<file path="config.mk">
export PLATFORM = sky130hd
export DESIGN_NAME = head_shift_stream
export DESIGN_NICKNAME = d
export VERILOG_FILES = /design/src/rtl/head_shift_stream.sv
export SDC_FILE = /design/constraint.sdc
export NUM_CORES = 2
export LEC_CHECK = 0
export BUFFER_PORTS_ARGS = -buffer_cell sky130_fd_sc_hd__buf_2
export CAP_MARGIN = 10
export CORE_MARGIN = 8
export CORE_UTILIZATION = 30
export DETAILED_ROUTE_END_ITERATION = 16
export MAX_ROUTING_LAYER = met4
export PLACE_DENSITY_LB_ADDON = 0.3
export SYNTH_ARGS = -nofsm -noshare
export SYNTH_HDL_FRONTEND = slang
export SYNTH_SLANG_ARGS = --single-unit
</file>
<file path="constraint.sdc">
create_clock -name i_clk -period 2.5 [get_ports i_clk]
set_clock_uncertainty 0.05 [all_clocks]
set_input_delay 0.125 -clock i_clk [delete_from_list [all_inputs] [get_ports i_clk]]
set_output_delay 0.125 -clock i_clk [all_outputs]
set_load 0.02 [all_outputs]
</file>
<file path="src/rtl/head_shift_stream.sv">
// Flow-controlled header shifter: drops a per-packet number of leading units and re-packs slices.
// Define HEAD_SHIFT_CHK_EN to enable protocol checking on o_err / o_err_cnt.
module head_shift_stream #(
    parameter int HEAD_W    = 256,
    parameter int UNIT_W    = 16,
    parameter int CANDI_NUM = 16,
    parameter int SHIFT_W   = $clog2(CANDI_NUM + 1)
) (
    input  logic               i_clk,
    input  logic               i_rst_n,
    input  logic               i_valid,
    output logic               o_ready,
    input  logic [HEAD_W-1:0]  i_head,
    input  logic               i_start,
    input  logic               i_tail,
    input  logic [SHIFT_W-1:0] i_shift,
    output logic               o_valid,
    input  logic               i_ready,
    output logic [HEAD_W-1:0]  o_head,
    output logic               o_start,
    output logic               o_tail,
    output logic               o_err,
    output logic [15:0]        o_err_cnt
);

    localparam logic [1:0] S_IDLE  = 2'd0;
    localparam logic [1:0] S_HOLD  = 2'd1;
    localparam logic [1:0] S_FLUSH = 2'd2;

    logic [1:0]         state_q, state_d;
    logic [HEAD_W-1:0]  h_q, h_d;
    logic [SHIFT_W-1:0] shift_q, shift_d;
    logic               first_q, first_d;
    logic               out_valid_q, out_valid_d;
    logic [HEAD_W-1:0]  out_head_q, out_head_d;
    logic               out_start_q, out_start_d;
    logic               out_tail_q, out_tail_d;

    logic               out_free;
    logic               accept;
    logic               shift_over;
    logic [SHIFT_W-1:0] shift_clamp;
    logic [HEAD_W-1:0]  comb_next;
    logic [HEAD_W-1:0]  comb_data;

    assign out_free    = !out_valid_q || i_ready;
    assign accept      = i_valid && o_ready;
    assign shift_over  = i_shift > SHIFT_W'(CANDI_NUM);
    assign shift_clamp = shift_over ? SHIFT_W'(CANDI_NUM) : i_shift;

    always_comb begin
        unique case (state_q)
            S_IDLE:  o_ready = 1'b1;
            S_HOLD:  o_ready = out_free;
            default: o_ready = 1'b0;
        endcase
    end

    // In FLUSH the held slice is combined with an all-zero successor.
    always_comb begin
        comb_next = (state_q == S_FLUSH) ? '0 : i_head;
        comb_data = HEAD_W'(({h_q, comb_next} << (shift_q * UNIT_W)) >> HEAD_W);
    end

    always_comb begin
        state_d     = state_q;
        h_d         = h_q;
        shift_d     = shift_q;
        first_d     = first_q;
        out_valid_d = out_valid_q;
        out_head_d  = out_head_q;
        out_start_d = out_start_q;
        out_tail_d  = out_tail_q;

        if (out_free) out_valid_d = 1'b0;

        // A start slice always opens a new packet; any partially held packet is abandoned.
        if (accept && i_start) begin
            h_d     = i_head;
            shift_d = shift_clamp;
            first_d = 1'b1;
            state_d = i_tail ? S_FLUSH : S_HOLD;
        end else if (accept && state_q == S_HOLD) begin
            out_valid_d = 1'b1;
            out_head_d  = comb_data;
            out_start_d = first_q;
            out_tail_d  = 1'b0;
            first_d     = 1'b0;
            h_d         = i_head;
            if (i_tail) state_d = S_FLUSH;
        end

        if (state_q == S_FLUSH && out_free) begin
            out_valid_d = 1'b1;
            out_head_d  = comb_data;
            out_start_d = first_q;
            out_tail_d  = 1'b1;
            state_d     = S_IDLE;
        end
    end

    always_ff @(posedge i_clk or negedge i_rst_n) begin
        if (!i_rst_n) begin
            state_q     <= S_IDLE;
            h_q         <= '0;
            shift_q     <= '0;
            first_q     <= 1'b0;
            out_valid_q <= 1'b0;
            out_head_q  <= '0;
            out_start_q <= 1'b0;
            out_tail_q  <= 1'b0;
        end else begin
            state_q     <= state_d;
            h_q         <= h_d;
            shift_q     <= shift_d;
            first_q     <= first_d;
            out_valid_q <= out_valid_d;
            out_head_q  <= out_head_d;
            out_start_q <= out_start_d;
            out_tail_q  <= out_tail_d;
        end
    end

    assign o_valid = out_valid_q;
    assign o_head  = out_head_q;
    assign o_start = out_start_q;
    assign o_tail  = out_tail_q;

`ifdef HEAD_SHIFT_CHK_EN
    logic        err_event;
    logic        err_q;
    logic [15:0] err_cnt_q;

    // Simultaneous violations on one slice count as a single event.
    assign err_event = accept && ((state_q == S_IDLE && !i_start) ||
                                  (state_q == S_HOLD && i_start) ||
                                  (i_start && shift_over));

    always_ff @(posedge i_clk or negedge i_rst_n) begin
        if (!i_rst_n) begin
            err_q     <= 1'b0;
            err_cnt_q <= '0;
        end else begin
            err_q <= err_event;
            if (err_event && err_cnt_q != 16'hFFFF) err_cnt_q <= err_cnt_q + 16'd1;
        end
    end

    assign o_err     = err_q;
    assign o_err_cnt = err_cnt_q;
`else
    assign o_err     = 1'b0;
    assign o_err_cnt = '0;
`endif

endmodule
</file>
==> summary.md <==
| Metric | Value |
|---|---|
| CTS root buffer | sky130_fd_sc_hd__clkbuf_16 |
| Cts bufs inserted | 71 |
| Number of enable flip-flop cells after synthesis | 0 |
| Period utilization | 107% |
| Tightest Pin Transition | 809 ps |
| Final-report setup violation count | 91 |
| Per-instance average area after synthesis | 9.32 um^2 |
| I/O Pins | 544 |
| GR Overflow Total | 0 |
| Worst rel slew slack | 45.6% |
| Yosys warning count | 0 |
| Worst Path Max Fanout | 10 |
| Run status | finished with violations |
| Async S/R FF share, synth | 100% |
| Cell-internal power | 57.0 mW |
| Initial core utilization | 30.2% |
| Worst Setup End Kind | flip-flop |
| Clock slew seen by the registers of the worst setup and hold paths | 60 ps |
| Average vias per placed instance | 6.16 |
| Global-route wire length before repair | 416000 um |
| Area fraction of the dominant cell type after synthesis | 31.2% |
| Floorplan row count | 137 |
| Clock latency on the worst-skew pair | 700 ps |
| Highest clock rate | 374 MHz |
| Quantity of I/O buffers inserted on ports | 526 |
| Antenna violations before repair | 36 |
| Fin crit period | 2680 ps |
| Critical Path Slowest Stage Cell | sky130_fd_sc_hd__a211oi_2 |
| Die Span Y | 390 um |
| Switching share of power | 51.3% |
| Final layout net count | 6431 |
| Detailed Place HPWL | 238000 um |
| Post-Synthesis Cell Area | 41900 um^2 |
| Max cap viols | 0 |
| Area growth syn-to-layout | 59.1% |
| Total power of the final layout | 117 mW |
| CTS tree | built |
| Number of cells produced by synthesis | 4497 |
| Register bit total from synthesis | 523 |
| GPL Wtd Cong | 1.07 |
| Maximum clock insertion buffer count | 3 |
| Total wire length | 314000 um |
| Clock power share | 9.9% |
| Violation count after the first detailed-routing iteration | 7035 |
| Startpoint class of the critical path | flip-flop |
| DR vias | 50100 |
| Worst path setup slack after routing | -175 ps |
| Detailed-route DRC error count | 0 |
| Worst EP arrival | 3180 ps |
| First-pass DRT Iterations | 6 |
| Reported net switching power | 59.9 mW |
| Endpoint required time on the critical path | 3000 ps |
| Number of global-route vias before repair | 47300 |
| Global-route usage over all layers | 40.0% |
| X dimension of the die | 390 um |
| Power per cell area | 1750 nW/um^2 |
| Routed len/inst | 38.7 um |
| Core utilization of the finished layout | 48.0% |
| Placement-stage cell area | 54300 um^2 |
| CTS sink cnt | 523 |
| Max H-tree Level | 3 |
| DIE AREA | 152000 um^2 |
| Leading register cell type out of synthesis | sky130_fd_sc_hd__dfrtp_1 |
| Leakage power | 28.0 nW |
| Post-layout instance count excluding filler cells | 8127 |
| Placeable Area | 139000 um^2 |
| Share of power burned in combinational logic | 74.3% |
| Post-route cell area | 66700 um^2 |
| Pin count of the biggest net entering global routing | 76 |
| Number of failing hold endpoints at the final stage | 0 |
| Path type of the worst setup path | flip-flop to flip-flop |
| Max stage delay on crit path | 430 ps |
| Yosys top cell by area | sky130_fd_sc_hd__dfrtp_1 |
| Total instance count after detailed placement | 7532 |
| Setup repair after global routing missed its margin | yes |
| Number of slew-limit violations in the final report | 0 |
| Sequential-to-total area share from yosys stat | 31.2% |
| Main area contributors after synthesis | sky130_fd_sc_hd__dfrtp_1 31%, sky130_fd_sc_hd__mux2_2 14%, sky130_fd_sc_hd__mux2i_1 14%, sky130_fd_sc_hd__nand2_1 3.7%, sky130_fd_sc_hd__o21ai_0 3.6% |
| Hold crit path type | primary input to flip-flop |
| IR drop worst, VDD | 663 uV |
| Failing checks | negative setup slack |
| Sequential group share of total power | 15.9% |
| Chain of cells forming the critical path | nor2b_4 > buf_12 > buf_16 > buf_4 > buf_6 > nor2_4 > nand2_1 > buf_12 > o22ai_1 > a211oi_2 > buf_4 > o21ai_0 |
| Layout cell share with drive strength beyond 1 | 50.1% |
| Antenna viol nets, final | 0 |
| Library cells used by synthesis | 76 |
-- per-layer routing --
| metal | track usage, % | share of wire, % | vias to the layer above |
|---|---|---|---|
| li1 | - | - | 20400 |
| met1 | 56.3 | 44 | 25200 |
| met2 | 51.2 | 38 | 3616 |
| met3 | 14.4 | 13 | 788 |
| met4 | 15.3 | 4.9 | 0 |
| met5 | - | 0 | - |
-- cell usage in the layout, fill, tap and decap left out, types with 200 or more instances in the layout --
cell type	instances
sky130_fd_sc_hd__o21ai_0	200
sky130_fd_sc_hd__buf_2	525
sky130_fd_sc_hd__nor2_1	296
sky130_fd_sc_hd__dfrtp_1	518
sky130_fd_sc_hd__mux2i_1	401
sky130_fd_sc_hd__dlygate4sd3_1	270
sky130_fd_sc_hd__mux2_2	450
sky130_fd_sc_hd__a21oi_1	205
sky130_fd_sc_hd__buf_4	927
sky130_fd_sc_hd__nand2_1	400
-- timing repair --
item / CTS / global route
cloned: 20 / 17
setup buffers: 51 / 118
endpoints found under the hold margin: 750 / 0
endpoints found under the setup margin: 134 / 231
resized for setup: 374 / 777
hold buffers: 271 / 0
pin swaps: 72 / 215
-- sequential cells by signal (all words and copies together), names as in the netlist --
name	flops
o_head	256
o_start	1
first_q	1
h_q	256
o_tail	1
shift_q	5
o_valid	1
state_q	2
-- kinds of logic (layout without fill, tap and decap cells) --
logic type / after synthesis / count (layout) / share of synthesized area, %
flip-flops: 523 / 523 / 31.2
AO/OA/AOI/OAI: 1336 / 1336 / 21.1
multiplexers: 1179 / 1179 / 31.6
other: 1 / 49 / 0.00895
AND/OR/NAND/NOR: 989 / 989 / 9.84
buffers and inverters: 469 / 2175 / 6.15
-- per-stage QoR --
stage | setup TNS (ps) | setup WS (ps) | hold slack [ps]
4_1_cts | -3970 | -119 | 98.4
5_1_grt | -10170 | -215 | 168
6_report | -4270 | -175 | 131
3_5_place_dp | -12410 | -487 | 102
3_3_place_gp | -12240 | -467 | 99.8
2_1_floorplan | 0 | 43.1 | -221
-- final timing paths --
check | startpoint | to | slack [ps] | cells after the start
min | i_shift[1] | shift_q[1]$_DFFE_PN0P_ | 130 | 3
max | state_q[0]$_DFFE_PN0P_ | o_head[106]$_DFFE_PN0P_ | -180 | 12
min reg2reg | o_start$_DFFE_PN0P_ | o_start$_DFFE_PN0P_ | 430 | 2
min in group asynchronous | i_rst_n | o_head[103]$_DFFE_PN0P_ | 280 | 3
max reg2reg | state_q[0]$_DFFE_PN0P_ | o_head[106]$_DFFE_PN0P_ | -180 | 12
max in group asynchronous | i_rst_n | h_q[201]$_DFFE_PN0P_ | 1660 | 3
-- power by group through the flow --
stage | Sequential, mW | Clock [mW] | Combinational (mW)
finish | 18.6 | 11.5 | 86.8
CTS | 18.0 | 11.6 | 76.3
global route | 18.7 | 11.9 | 88.7
detailed placement | 18.1 | 0 | 71.1
global placement | 18.0 | 0 | 71.5
floorplan | 17.5 | 0 | 33.2
-- layout make-up --
| cell class | count | area (um^2) |
|---|---|---|
| flip-flops and latches | 523 | 13100 |
| well taps | 1876 | 2350 |
| inverters | 9 | 62.6 |
| clock buffers | 91 | 2020 |
| fillers | 13200 | 72300 |
| diodes | 32 | 80.1 |
| clock inverters | 37 | 519 |
| multi-input cells | 3521 | 30500 |
| repair buffers | 2038 | 18000 |
-- synthesized netlist by cell type, types with 8 or more instances --
library cell and count:
sky130_fd_sc_hd__a221oi_2 11, sky130_fd_sc_hd__buf_6 42, sky130_fd_sc_hd__a211o_1 9, sky130_fd_sc_hd__buf_2 122
sky130_fd_sc_hd__clkbuf_1 188, sky130_fd_sc_hd__buf_4 78, sky130_fd_sc_hd__a21oi_1 261, sky130_fd_sc_hd__a31oi_1 57
sky130_fd_sc_hd__mux2i_1 577, sky130_fd_sc_hd__nor2_1 354, sky130_fd_sc_hd__buf_1 26, sky130_fd_sc_hd__o31ai_1 20
sky130_fd_sc_hd__o21ai_0 303, sky130_fd_sc_hd__a21o_1 17, sky130_fd_sc_hd__o21ai_1 24, sky130_fd_sc_hd__and3_1 12
sky130_fd_sc_hd__a221oi_1 70, sky130_fd_sc_hd__nand2_1 417, sky130_fd_sc_hd__or3_1 8, sky130_fd_sc_hd__nand3_1 68
sky130_fd_sc_hd__and2_1 12, sky130_fd_sc_hd__nor2b_1 20, sky130_fd_sc_hd__o22ai_1 160, sky130_fd_sc_hd__mux4_2 61
sky130_fd_sc_hd__o22a_1 43, sky130_fd_sc_hd__o211ai_1 48, sky130_fd_sc_hd__a2bb2oi_1 29, sky130_fd_sc_hd__nor3_1 56
sky130_fd_sc_hd__o21a_1 41, sky130_fd_sc_hd__o221ai_1 37, sky130_fd_sc_hd__dfrtp_1 523, sky130_fd_sc_hd__a22oi_1 32
sky130_fd_sc_hd__nand2b_1 24, sky130_fd_sc_hd__a31o_2 11, sky130_fd_sc_hd__a221o_1 34, sky130_fd_sc_hd__a211oi_1 58
sky130_fd_sc_hd__mux2_2 538, sky130_fd_sc_hd__a222oi_1 22
-- worst max-delay path, delay by kind of cell (launching register included) --
family	cells	cell delay (ps)
DFF	1	400
AOI/OAI and AO/OA	3	630
buffers and inverters	6	1080
and+or+nand+nor	3	320
Power figures use the tool's default switching activity.
